### src/rtl/word_serializer.sv
// Parallel-to-serial transmitter: takes a WIDTH-bit word on a valid/ready handshake
// and shifts it out MSB first, one bit per serial transfer, with first/last flags.
module word_serializer #(
  parameter int WIDTH = 16,
  parameter int CNT_W = 4
) (
  input  logic             clk,
  input  logic             reset,
  input  logic [WIDTH-1:0] din_word,
  input  logic             din_valid,
  output logic             din_ready,
  output logic             ser_bit,
  output logic             ser_valid,
  input  logic             ser_ready,
  output logic             ser_first,
  output logic             ser_last,
  output logic             busy,
  output logic [7:0]       word_cnt
);

  typedef enum logic {
    S_IDLE  = 1'b0,
    S_SHIFT = 1'b1
  } state_t;

  localparam logic [CNT_W-1:0] IDX_MSB = CNT_W'(WIDTH - 1);

  state_t           r_state;
  state_t           w_state_next;
  logic [WIDTH-1:0] r_shreg;
  logic [WIDTH-1:0] w_shreg_next;
  logic [CNT_W-1:0] r_idx;
  logic [CNT_W-1:0] w_idx_next;
  logic [7:0]       r_word_cnt;
  logic [7:0]       w_word_cnt_next;

  logic w_transfer;
  logic w_idx_zero;
  logic w_accept;

  assign w_transfer = (r_state == S_SHIFT) && ser_ready;
  assign w_idx_zero = (r_idx == '0);
  // Accepting during the last-bit transfer is what makes back-to-back words bubble-free.
  assign din_ready  = !reset && ((r_state == S_IDLE) || (w_transfer && w_idx_zero));
  assign w_accept   = din_valid && din_ready;

  always_ff @(posedge clk or posedge reset) begin
    if (reset) begin
      r_state    <= S_IDLE;
      r_shreg    <= '0;
      r_idx      <= IDX_MSB;
      r_word_cnt <= '0;
    end else begin
      r_state    <= w_state_next;
      r_shreg    <= w_shreg_next;
      r_idx      <= w_idx_next;
      r_word_cnt <= w_word_cnt_next;
    end
  end

  always_comb begin
    w_state_next    = r_state;
    w_shreg_next    = r_shreg;
    w_idx_next      = r_idx;
    w_word_cnt_next = r_word_cnt;
    case (r_state)
      S_IDLE: begin
        if (w_accept) begin
          w_state_next = S_SHIFT;
          w_shreg_next = din_word;
          w_idx_next   = IDX_MSB;
        end
      end
      S_SHIFT: begin
        if (w_transfer) begin
          if (!w_idx_zero) begin
            w_shreg_next = {r_shreg[WIDTH-2:0], 1'b0};
            w_idx_next   = r_idx - 1'b1;
          end else begin
            w_word_cnt_next = r_word_cnt + 8'd1;
            w_idx_next      = IDX_MSB;
            if (w_accept) begin
              w_shreg_next = din_word;
            end else begin
              w_state_next = S_IDLE;
              w_shreg_next = '0;
            end
          end
        end
      end
      default: begin
        w_state_next = S_IDLE;
      end
    endcase
  end

  assign ser_valid = (r_state == S_SHIFT);
  assign busy      = ser_valid;
  assign ser_bit   = r_shreg[WIDTH-1];
  assign ser_first = ser_valid && (r_idx == IDX_MSB);
  assign ser_last  = ser_valid && w_idx_zero;
  assign word_cnt  = r_word_cnt;

endmodule

### config.mk
export PLATFORM = sky130hd
export DESIGN_NAME = word_serializer
export DESIGN_NICKNAME = d
export VERILOG_FILES = /design/src/rtl/word_serializer.sv
export SDC_FILE = /design/constraint.sdc
export NUM_CORES = 1
export LEC_CHECK = 0
export CAP_MARGIN = 20
export CORE_UTILIZATION = 45
export CTS_BUF_LIST = sky130_fd_sc_hd__clkbuf_8
export CTS_CLUSTER_DIAMETER = 80
export DETAILED_ROUTE_END_ITERATION = 16
export PLACE_DENSITY = 0.73
export SLEW_MARGIN = 20
export SYNTH_ARGS = -nofsm -noshare
export SYNTH_HDL_FRONTEND = slang
export SYNTH_SLANG_ARGS = --single-unit
### constraint.sdc
create_clock -name clk -period 1.75 [get_ports clk]
set_input_delay 0.35 -clock clk [delete_from_list [all_inputs] [get_ports clk]]
set_output_delay 0.35 -clock clk [all_outputs]
set_load 0.01 [all_outputs]
# Word-level counts from Yosys, hierarchy flattened
# Cells that the tools add are included.
# Widths: inputs -> output; s select.
[classes]
addsub = 2
n_eq_ne = 3
muxes = 13
bitwise = 1
n_reduce_logical = 11
[op_table]
columns = ["operator", "n"]
rows = [
  ["$mux 16", 4],
  ["$pmux 16 s2", 1],
  ["$mux 4", 3],
  ["$add 8x1->8 const B", 1],
  ["$pmux 4 s2", 1],
  ["$logic_and 1x1->1", 6],
  ["$eq 4x4->1 const B", 1],
  ["$logic_not 4->1", 1],
  ["$sub 4x1->4 const B", 1],
  ["$mux 1", 3],
  ["$reduce_and 3->1", 1],
  ["$ne 2x1->1 const B", 1],
  ["$ne 2x2->1 const B", 1],
  ["$pmux 1 s2", 1],
  ["$reduce_and 2->1", 1],
  ["$logic_not 1->1", 1],
  ["$logic_or 1x1->1", 1],
  ["$not 1->1", 1],
]
[totals]
reg_bits = 29
in_bits = 20
elab_cells = 34

# Depth between registers and ports, before layout
[depth]
ltp_word = 9
depth_mapped = 7

# Least setup slack after synthesis
# No wires, ideal clock.
[synth_timing]
kind = "flip-flop to output port"
startpoint = "register r_idx[0]"
endpoint = "output din_ready"
t_arrival_ps = 1364
required_ps = 1400
setup_slack_ps = 36
path_stages_with_launch = 7
n_path_buf = 1
path_cell_list = "dfstp_2 -> inv_1 -> ha_1 -> nand2_2 -> nor4_4 -> buf_2 -> o21a_1"
[synth_between]
elab_chain_cells = 4
[synth_rtl]
columns = ["item", "line", "source"]
rows = [
  ["from (decl)", "32", "logic [CNT_W-1:0] r_idx;"],
  ["from (signal assigned)", "56", "r_idx <= w_idx_next;"],
  ["$logic_not 4->1", "42", "assign w_idx_zero = (r_idx == '0);"],
  ["$logic_and 1x1->1", "44", "assign din_ready = !reset && ((r_state == S_IDLE) || (w_transfer && w_idx_zero));"],
  ["$logic_or 1x1->1", "44", ""],
  ["$logic_and 1x1->1", "44", ""],
  ["to (decl)", "11", "output logic din_ready,"],
]
# Every way passes these cells.

# Final worst setup path
# Ends and elaborated chain as after synthesis.

==> impl_metrics.ini <==
[run_status]
status = finished, violations left
violations = setup timing

[place]
routabilityCongestion = 0.789
place_hpwl_mm = 2.24
portBuffers = 33

[critical_path]
required_ns = 1.40
path_max_fanout = 2
arrival_ns = 1.43
cp-start-kind = flip-flop
endpoint_kind = output pin
path_class = reg2out
cp_num_buf_inv = 2
slowest_stage = dfstp_2
max_stage_delay_ns = 0.54
path_delay_family = flip-flops
crit_chain = inv_2, ha_4, nand2_4, nor4_4, o21a_1, buf_2

[global_route]
grt_pass1_wl_mm = 5.11
grt_pass1_vias = 1188
antenna_found_initial = 0
grt_usage_pct = 19.8
overflow = 0
grt_max_degree = 30

[logic_synthesis]
seq_area_frac_synth_pct = 49.2
ys.flop_type = dfrtp_1
synth_edf_count = 0
ys_warn_count = 0
synth_fp_nets = 160
netlist_instances = 137
async_flop_share_pct = 100
synth-seq-cells = 29
ys_types = 38
syn-cell-area_sq_um = 1490
avgSynthCellArea_sq_um = 10.8

[run]
cap_violations = 0

[clock_tree]
h-tree-depth = 2
cts_tree = yes
cts_hold_buf = 0
cts_num_sinks = 29
cts_root_buffer = clkbuf_8
clkSlewWorstSetupHoldPaths_ns = 0.06
insertion_delay_ns = 0.28
numCtsBuffers = 5
clockBufferDepth = 2

[route]
drc = 0
drt-initial-drc-count = 51
via_count = 1222
dr.pass1.iters = 4
route.antenna.remaining_nets = 0
wl_per_cell_microns = 13.8
drt-total-wl_mm = 3.20
avgViaCountPerCell = 5.29

[floorplanning]
design.core.area_sq_um = 3100
core.rowCount = 20
die_area_sq_um = 3530
start_util_pct = 47.9
dieWidth_microns = 59.5
io_pins = 34
die_h_microns = 59.5

[sta]
fmax_mhz = 562
worst_pin_slew_ns = 0.367
report.final.slew_viol_count = 0
fin_worst_skew_ns = 0.00339
finalSetupTns_ns = -0.0298
fin_crit_ns = 1.78
fin_crit_sh_pct = 102
setup_viol = 1
hold_viol = 0
rsz0062_at_grt = yes
worst_slack_ns = -0.0298
relSlewSlack_pct = 75.6

[layout]
final_util_pct = 68.2
n_antenna_cell = 0
final_layout_size_suffix_gt1_share_pct = 30.5
fin_nets = 210
syn2layout_area_growth_pct = 42.5

[power_and_ir_drop]
peakVddDrop_v = 0.000792
power.leakage_uw = 0.000951
pwr_density_cell_nw_per_um2 = 1310

[hold_path]
hp-class = in2reg
-- registers in the layout, summed over array words and instances (netlist names) --
register,flops
r_shreg,16
word_cnt,8
r_idx,4
busy,1
-- worst register-to-register path: cells and delay by family (launching register included) --
kind                       cells  cell delay [ns]
buffers and inverters          4             0.55
AOI/OAI and AO/OA              3             0.52
DFF                            1             0.37
adders and majority gates      1             0.15
and+or+nand+nor                1             0.06
-- Yosys cell counts, types with 2 or more instances --
master	number	area, sq um
ha_1	3	37.5
xnor2_1	6	52.6
nand4_1	5	31.3
inv_1	7	26.3
a31oi_1	2	12.5
a22oi_1	12	90.1
a21oi_1	15	75.1
dfstp_2	4	105
and3_1	3	18.8
nand2_1	3	11.3
nor2_1	17	63.8
buf_6	8	90.1
nand2b_1	2	12.5
dfrtp_1	25	626
o22ai_1	2	12.5
-- where the power goes --
| group | total [uW] | leakage, uW | switching (uW) | internal, uW |
|---|---|---|---|---|
| combinational | 1100 | 0.000565 | 496 | 607 |
| sequential | 1140 | 0.000337 | 199 | 938 |
| clock | 541 | 0.0000485 | 236 | 305 |
| total | 2780 | 0.000951 | 931 | 1850 |
-- per-stage QoR --
step                std cells  cell area [sq um]  total power (uW)  hold slack (ns)  worst slack, ns
floorplan                 137               1490              1750            0.412           0.0360
global placement          221               1920              2060            0.460           -0.345
detailed placement        221               1920              2120            0.466           -0.353
CTS                       229               2020              2700            0.477          -0.0385
global route              231               2120              2960            0.501          -0.0768
finish                    231               2120              2780            0.471          -0.0298
-- layout by cell type, fill, tap and decap left out, types with 2 or more instances in the layout --
cell type,Yosys,routed
a21oi_1,15,11
buf_12,0,2
a22oi_2,1,7
nand2_1,3,3
nand4_1,5,5
inv_1,7,6
xnor2_1,6,6
a21oi_2,1,5
dlymetal6s2s_1,0,3
ha_1,3,2
nor2_1,17,17
o22ai_1,2,2
buf_2,1,2
buf_6,8,2
a22oi_1,12,6
inv_2,1,3
buf_4,1,16
dfrtp_1,25,25
a31oi_1,2,2
clkbuf_8,0,6
nand2b_1,2,2
dfstp_2,4,4
and3_1,3,2
clkdlybuf4s50_1,0,27
-- final timing paths --
check | startpoint | end | slack, ns | cells past startpoint
worst max register to register | r_idx[1] | r_shreg[9] | 0.03 | 9
min in group asynchronous | reset | word_cnt[7] | 0.51 | 3
worst min register to register | word_cnt[7] | word_cnt[7] | 0.47 | 1
worst max-delay path | r_idx[0] | din_ready | -0.03 | 6
worst min-delay path | ser_ready | r_idx[1] | 0.47 | 3
max in group asynchronous | reset | r_idx[0] | 0.92 | 3
-- layout make-up --
type	count	area, sq um
clock inverters	1	3.75
repair buffers	53	526
multi-input cells	90	689
clock buffers	6	82.6
inverters	8	30.0
flip-flops and latches	29	731
well taps	44	55.1
fillers	260	986
-- per-layer routing --
metal,vias up,global-route usage [%],wire (microns)
met4,0,6.12,43
met2,34,34.5,1620
met3,5,7.21,186
met1,592,22.6,1350
li1,591,-,-
met5,-,0,0
-- timing repair --
item / in CTS / in global routing
cloned: 0 / 1
endpoints found under the setup margin: 3 / 14
pin swaps: 2 / 14
resized for setup: 18 / 15
endpoints found under the hold margin: 0 / 0
buffers inserted: 1 / 1
-- cells by family after synthesis --
kind of cell / Yosys count / synth area share (%)
xor+xnor: 7 / 4.13
flops: 29 / 49.2
mux: 2 / 1.43
fa+ha+maj: 3 / 2.53
simple gates: 35 / 12.4
buf+inv: 18 / 8.93
compound gates: 43 / 21.4
No activity file was read; power rests on OpenSTA's default activity.
